--- src/rtl/vga_pkg.sv ---
// Shared VGA timing constants and pixel types for the 640x480@60 output path.
package vga_pkg;

   localparam int unsigned COORD_W = 10;

   localparam int unsigned H_VISIBLE_DEF = 640;
   localparam int unsigned H_FRONT_DEF   = 16;
   localparam int unsigned H_SYNC_DEF    = 96;
   localparam int unsigned H_BACK_DEF    = 48;
   localparam int unsigned V_VISIBLE_DEF = 480;
   localparam int unsigned V_FRONT_DEF   = 10;
   localparam int unsigned V_SYNC_DEF    = 2;
   localparam int unsigned V_BACK_DEF    = 33;

   localparam int unsigned H_TOTAL = H_VISIBLE_DEF + H_FRONT_DEF + H_SYNC_DEF + H_BACK_DEF;
   localparam int unsigned V_TOTAL = V_VISIBLE_DEF + V_FRONT_DEF + V_SYNC_DEF + V_BACK_DEF;

   typedef logic [COORD_W-1:0] coord_t;

   typedef struct packed {
      logic [7:0] r;
      logic [7:0] g;
      logic [7:0] b;
   } rgb_t;

endpackage

--- src/rtl/sync_delay.sv ---
// Fixed-depth shift register that aligns sync/blank flags with renderer latency.
module sync_delay #(
   parameter int unsigned DEPTH = 1,
   parameter int unsigned WIDTH = 3
) (
   input  logic             clk_i,
   input  logic             rst_i,
   input  logic [WIDTH-1:0] d_i,
   output logic [WIDTH-1:0] q_o
);

   logic [WIDTH-1:0] sr_q [DEPTH];

   // Shift one stage per cycle; reset flushes every stage to inactive.
   always_ff @(posedge clk_i) begin
      if (rst_i) begin
         for (int i = 0; i < DEPTH; i++) sr_q[i] <= '0;
      end else begin
         sr_q[0] <= d_i;
         for (int i = 1; i < DEPTH; i++) sr_q[i] <= sr_q[i-1];
      end
   end

   assign q_o = sr_q[DEPTH-1];

endmodule

--- src/rtl/vga_timing_ctrl.sv ---
// VGA timing controller: counters, pixel requests, latency-matched sync/blank, pin drive.
module vga_timing_ctrl
   import vga_pkg::*;
#(
   parameter int unsigned H_VISIBLE   = H_VISIBLE_DEF,
   parameter int unsigned H_FRONT     = H_FRONT_DEF,
   parameter int unsigned H_SYNC      = H_SYNC_DEF,
   parameter int unsigned H_BACK      = H_BACK_DEF,
   parameter int unsigned V_VISIBLE   = V_VISIBLE_DEF,
   parameter int unsigned V_FRONT     = V_FRONT_DEF,
   parameter int unsigned V_SYNC      = V_SYNC_DEF,
   parameter int unsigned V_BACK      = V_BACK_DEF,
   parameter int unsigned PIX_LATENCY = 1
) (
   input  logic       CLK_25MHZ,
   input  logic       RESET,
   output coord_t     PIX_X,
   output coord_t     PIX_Y,
   output logic       PIX_VALID,
   input  logic [7:0] PIX_R,
   input  logic [7:0] PIX_G,
   input  logic [7:0] PIX_B,
   output logic       FRAME_START,
   output logic       FRAME_END,
   output logic       VGA_HSYNC,
   output logic       VGA_VSYNC,
   output logic [7:0] VGA_RED,
   output logic [7:0] VGA_GREEN,
   output logic [7:0] VGA_BLUE
);

   localparam int unsigned LINE_LEN    = H_VISIBLE + H_FRONT + H_SYNC + H_BACK;
   localparam int unsigned FRAME_LINES = V_VISIBLE + V_FRONT + V_SYNC + V_BACK;
   localparam int unsigned HS_START    = H_VISIBLE + H_FRONT;
   localparam int unsigned HS_END      = HS_START + H_SYNC;
   localparam int unsigned VS_START    = V_VISIBLE + V_FRONT;
   localparam int unsigned VS_END      = VS_START + V_SYNC;

   // Reject timing that does not fit the 10-bit counters or an unsupported latency.
   if (LINE_LEN > 1024 || FRAME_LINES > 1024 || PIX_LATENCY < 1 || PIX_LATENCY > 4) begin : g_bad_cfg
      $fatal(1, "vga_timing_ctrl: invalid timing parameters");
   end

   coord_t hcnt_q, hcnt_d;
   coord_t vcnt_q, vcnt_d;

   coord_t pix_x_q, pix_y_q;
   logic   pix_valid_q, hs1_q, vs1_q, fs_q, fe_q;

   logic   hs_dly, vs_dly, de_dly;
   logic   hsync_q, vsync_q;
   rgb_t   rgb_q;

   // Next raster position: wrap the line, and the frame on the last line.
   always_comb begin
      hcnt_d = hcnt_q + COORD_W'(1);
      vcnt_d = vcnt_q;
      if (hcnt_q == COORD_W'(LINE_LEN - 1)) begin
         hcnt_d = '0;
         if (vcnt_q == COORD_W'(FRAME_LINES - 1)) vcnt_d = '0;
         else                                     vcnt_d = vcnt_q + COORD_W'(1);
      end
   end

   // Raster counters.
   always_ff @(posedge CLK_25MHZ) begin
      if (RESET) begin
         hcnt_q <= '0;
         vcnt_q <= '0;
      end else begin
         hcnt_q <= hcnt_d;
         vcnt_q <= vcnt_d;
      end
   end

   // Stage 1: pixel request plus raw sync/blank flags and frame strobes.
   always_ff @(posedge CLK_25MHZ) begin
      if (RESET) begin
         pix_x_q     <= '0;
         pix_y_q     <= '0;
         pix_valid_q <= 1'b0;
         hs1_q       <= 1'b0;
         vs1_q       <= 1'b0;
         fs_q        <= 1'b0;
         fe_q        <= 1'b0;
      end else begin
         pix_x_q     <= hcnt_q;
         pix_y_q     <= vcnt_q;
         pix_valid_q <= (hcnt_q < COORD_W'(H_VISIBLE)) && (vcnt_q < COORD_W'(V_VISIBLE));
         hs1_q       <= (hcnt_q >= COORD_W'(HS_START)) && (hcnt_q < COORD_W'(HS_END));
         vs1_q       <= (vcnt_q >= COORD_W'(VS_START)) && (vcnt_q < COORD_W'(VS_END));
         fs_q        <= (hcnt_q == '0) && (vcnt_q == '0);
         fe_q        <= (hcnt_q == '0) && (vcnt_q == COORD_W'(V_VISIBLE));
      end
   end

   sync_delay #(
      .DEPTH (PIX_LATENCY),
      .WIDTH (3)
   ) u_sync_delay (
      .clk_i (CLK_25MHZ),
      .rst_i (RESET),
      .d_i   ({hs1_q, vs1_q, pix_valid_q}),
      .q_o   ({hs_dly, vs_dly, de_dly})
   );

   // Pin stage: active-low sync and blank-gated colour.
   always_ff @(posedge CLK_25MHZ) begin
      if (RESET) begin
         hsync_q <= 1'b1;
         vsync_q <= 1'b1;
         rgb_q   <= '0;
      end else begin
         hsync_q <= ~hs_dly;
         vsync_q <= ~vs_dly;
         rgb_q   <= de_dly ? rgb_t'({PIX_R, PIX_G, PIX_B}) : '0;
      end
   end

   assign PIX_X       = pix_x_q;
   assign PIX_Y       = pix_y_q;
   assign PIX_VALID   = pix_valid_q;
   assign FRAME_START = fs_q;
   assign FRAME_END   = fe_q;
   assign VGA_HSYNC   = hsync_q;
   assign VGA_VSYNC   = vsync_q;
   assign VGA_RED     = rgb_q.r;
   assign VGA_GREEN   = rgb_q.g;
   assign VGA_BLUE    = rgb_q.b;

endmodule

--- config.mk ---
export PLATFORM = sky130hd
export DESIGN_NAME = vga_timing_ctrl
export DESIGN_NICKNAME = d
export VERILOG_FILES = /design/src/rtl/vga_pkg.sv /design/src/rtl/sync_delay.sv /design/src/rtl/vga_timing_ctrl.sv
export SDC_FILE = /design/constraint.sdc
export NUM_CORES = 1
export LEC_CHECK = 0
export BUFFER_PORTS_ARGS = -buffer_cell sky130_fd_sc_hd__buf_2
export CAP_MARGIN = 20
export CORE_UTILIZATION = 44
export CTS_CLUSTER_DIAMETER = 60
export DETAILED_ROUTE_END_ITERATION = 8
export GPL_TIMING_DRIVEN = 0
export HOLD_SLACK_MARGIN = 0.03
export MAX_ROUTING_LAYER = met4
export PLACE_DENSITY = 0.7
export REMOVE_ABC_BUFFERS = 1
export SETUP_SLACK_MARGIN = 0.05
export SYNTH_ARGS = -nofsm -noshare
export SYNTH_HDL_FRONTEND = slang
export SYNTH_SLANG_ARGS = --single-unit
--- constraint.sdc ---
create_clock -name CLK_25MHZ -period 5.84 [get_ports CLK_25MHZ]
set_input_delay 1.168 -clock CLK_25MHZ [delete_from_list [all_inputs] [get_ports CLK_25MHZ]]
set_output_delay 1.168 -clock CLK_25MHZ [all_outputs]
set_load 0.03 [all_outputs]
==> results.cfg <==
[hold_path]
timing.hold.worst.class = reg2reg
min_path_cells = 1
min-delay-start = u_sync_delay.sr_q[0][2]
worst_hold_path.endpoint = VGA_HSYNC

[critical_path]
crit_path_max_fanout = 11
worstReg2RegEnd = vcnt_q[9]
cp_data_required_time_ns = 6.10
setup.reg_to_reg.worst_slack_ns = 3.66
path_class = reg2reg
rr_startpoint = hcnt_q[0]
critical_path.endpoint_type = flop
timing.critical_path.from_type = flop
timing.critical_path.arrival_ns = 2.44
worst-r2r-cell-count = 5

[clocking]
cts.root.buffer_cell = clkbuf_8
cts.sink_count = 74
holdBufCountCts = 0
cts.path.max_buffers = 2
cts_made_buffers = 9
htree_levels = 3
tritoncts_clock_tree = done
insertion_delay_ns = 0.33
cts.reportedPaths.clkPinSlew_ns = 0.07
post-cts-setup-buffers = 0
post_cts_resized = 0

[sta]
fmax_mhz = 459
min_period_over_period_pct = 37.3
fin_worst_skew_ns = 0.00851
maxSlewHeadroom_pct = 51.8
min_clock_period_post_route_ns = 2.18
finalHoldViolations = 0
finalSetupViolations = 0
setup_repair_after_global_routing_missed_its_margin = no
final_max_slew_viol_count = 0
post-route-worst-setup-slack_ns = 3.66
worst-slew-pin-transition_ns = 0.719
fin_tns_setup_ns = 0

[synthesis]
synth.largest_area_cell = dfxtp_1
synthArstFlopShare_pct = 0
ys_dominant_reg_cell = dfxtp_1
post_synth_main_area_contributors = dfxtp_1 (60%), and2_1 (6.1%), nor2b_1 (5.1%), nor2_1 (2.3%), nor3_1 (2.2%)
seq_area_frac_synth_pct = 60.3
synth.most_common_cell = dfxtp_1
area_of_the_mapped_netlist_um2 = 2460
synth.distinct_cells = 36
synth-seq-cells = 74
yosys_warnings = 0
post-synth-top-area-fraction_pct = 60.3
synthesis.area_per_instance_um2 = 10.5
synth_cells = 233
yosys-top-cells-count = dfxtp_1 (74), and2_1 (24), nor2b_1 (20)
number_of_synthesized_flops_with_an_enable_pin = 0

[global_route]
grt_max_degree = 41
number_of_antenna_violations_at_the_first_check_in_global_routing = 0
first_global_vias = 1559
grt_first_pass_wirelength_mm = 7.20
grt-ovfl-total = 0
grtUsageTotal_pct = 16.3

[detailed_routing]
wire_per_inst_um = 11.6
via_per_inst = 4.73
drt_pre_antenna_iters = 4
drt.antenna.violating_nets = 0
detailroute.via_count = 1811
drc = 0
drt_iter0_markers = 67
detail_route.wirelength_mm = 4.45

[floorplan]
io_pins = 75
floorplan.die.width_um = 76.7
die_height_um = 76.7
initial_core_util_pct = 46.9
fp.dieArea_um2 = 5890
placeableCoreArea_um2 = 5240
placementRows = 26

[cells_and_area]
fin_cells = 383
n_antenna_cell = 0
share_of_cells_above_drive_strength_1_pct = 30.0
areaGrowthSynthToFinish_pct = 25.6
finalNetCount = 339
finish.utilization_pct = 58.9

[power]
vdd_drop_max_mv = 0.154
power_leakage_nw = 1.37
report.power.total_w = 0.000982
power_per_unit_of_standard_cell_area_nw_per_um2 = 318

[job]
max_cap_viol_count = 0

[place]
post-place-cells = 367
place.gp.congestion = 0.803
place.port_buffers = 74
dp.final_hpwl_mm = 3.00
dpl_worst_slack_ns = 3.04

[run_status]
result_of_the_run = finished clean
registers in the layout (all words and copies together) (netlist names), 3 cells and up:
name               count
vcnt_q                10
VGA_BLUE               8
PIX_X                 10
VGA_RED                8
hcnt_q                10
VGA_GREEN              8
PIX_Y                 10
u_sync_delay.sr_q      3
critical path, cell delays in order (launching register included):
cell and delay [ns]:
dfxtp_1 0.39, ha_1 0.23, nand3_1 0.18, or4_4 0.65, or4_1 0.52, a21oi_1 0.15
how the worst max path moves through the flow:
stage,from,to,cells past startpoint
3_5_place_dp,RESET,VGA_RED[2],3
5_1_grt,hcnt_q[0],vcnt_q[7],5
2_1_floorplan,hcnt_q[0],vcnt_q[9],5
3_3_place_gp,RESET,VGA_RED[2],3
6_report,hcnt_q[0],vcnt_q[9],5
4_1_cts,RESET,VGA_BLUE[1],3
logic make-up after synthesis:
kind of cell	after synthesis	synth area share (%)
AO/OA/AOI/OAI	15	3.92
XOR/XNOR	10	3.56
adder cells (fa/ha/maj)	4	2.04
buffers and inverters	14	2.80
flip-flops	74	60.3
multiplexers	1	0.407
AND/OR/NAND/NOR	115	27.0
power breakdown:
part,leakage (nW),total [W],internal [W],switching [W]
logic,0.659,0.0000459,0.0000175,0.0000284
registers,0.600,0.000517,0.000513,0.00000365
clock network,0.112,0.000420,0.000249,0.000171
total,1.37,0.000982,0.000780,0.000203
area by class of cell:
class / count / area (um2)
inverters: 4 / 15.0
fillers: 476 / 2150
repair buffers: 75 / 378
well taps: 70 / 87.6
multi-input cells: 145 / 907
clock buffers: 10 / 138
flip-flops and latches: 74 / 1480
clock inverters: 5 / 78.8
cells in the final DEF, fill, tap and decap left out, drive strengths merged, types with 8 or more instances in the layout:
master and count:
buf 75, dfxtp 74, and2 24, nor2b 20
nor2 15, nor3 12, nand3 10, clkbuf 10
nand2 8
metrics by stage:
step | hold slack [ns] | area, um2
6_report | 0.376 | 3090
5_1_grt | 0.388 | 3090
4_1_cts | 0.380 | 3080
3_5_place_dp | 0.363 | 2860
3_3_place_gp | 0.359 | 2860
2_1_floorplan | 0.355 | 2400
per-layer routing:
metal,vias up,routed length [um],share of wire (%),track usage [%]
li1,929,-,-,-
met2,75,1960,44,23.5
met5,-,0,0,-
met1,803,2140,48,19.9
met4,0,31,0.70,9.81
met3,4,314,7.1,4.88
Power figures use the tool's default switching activity.
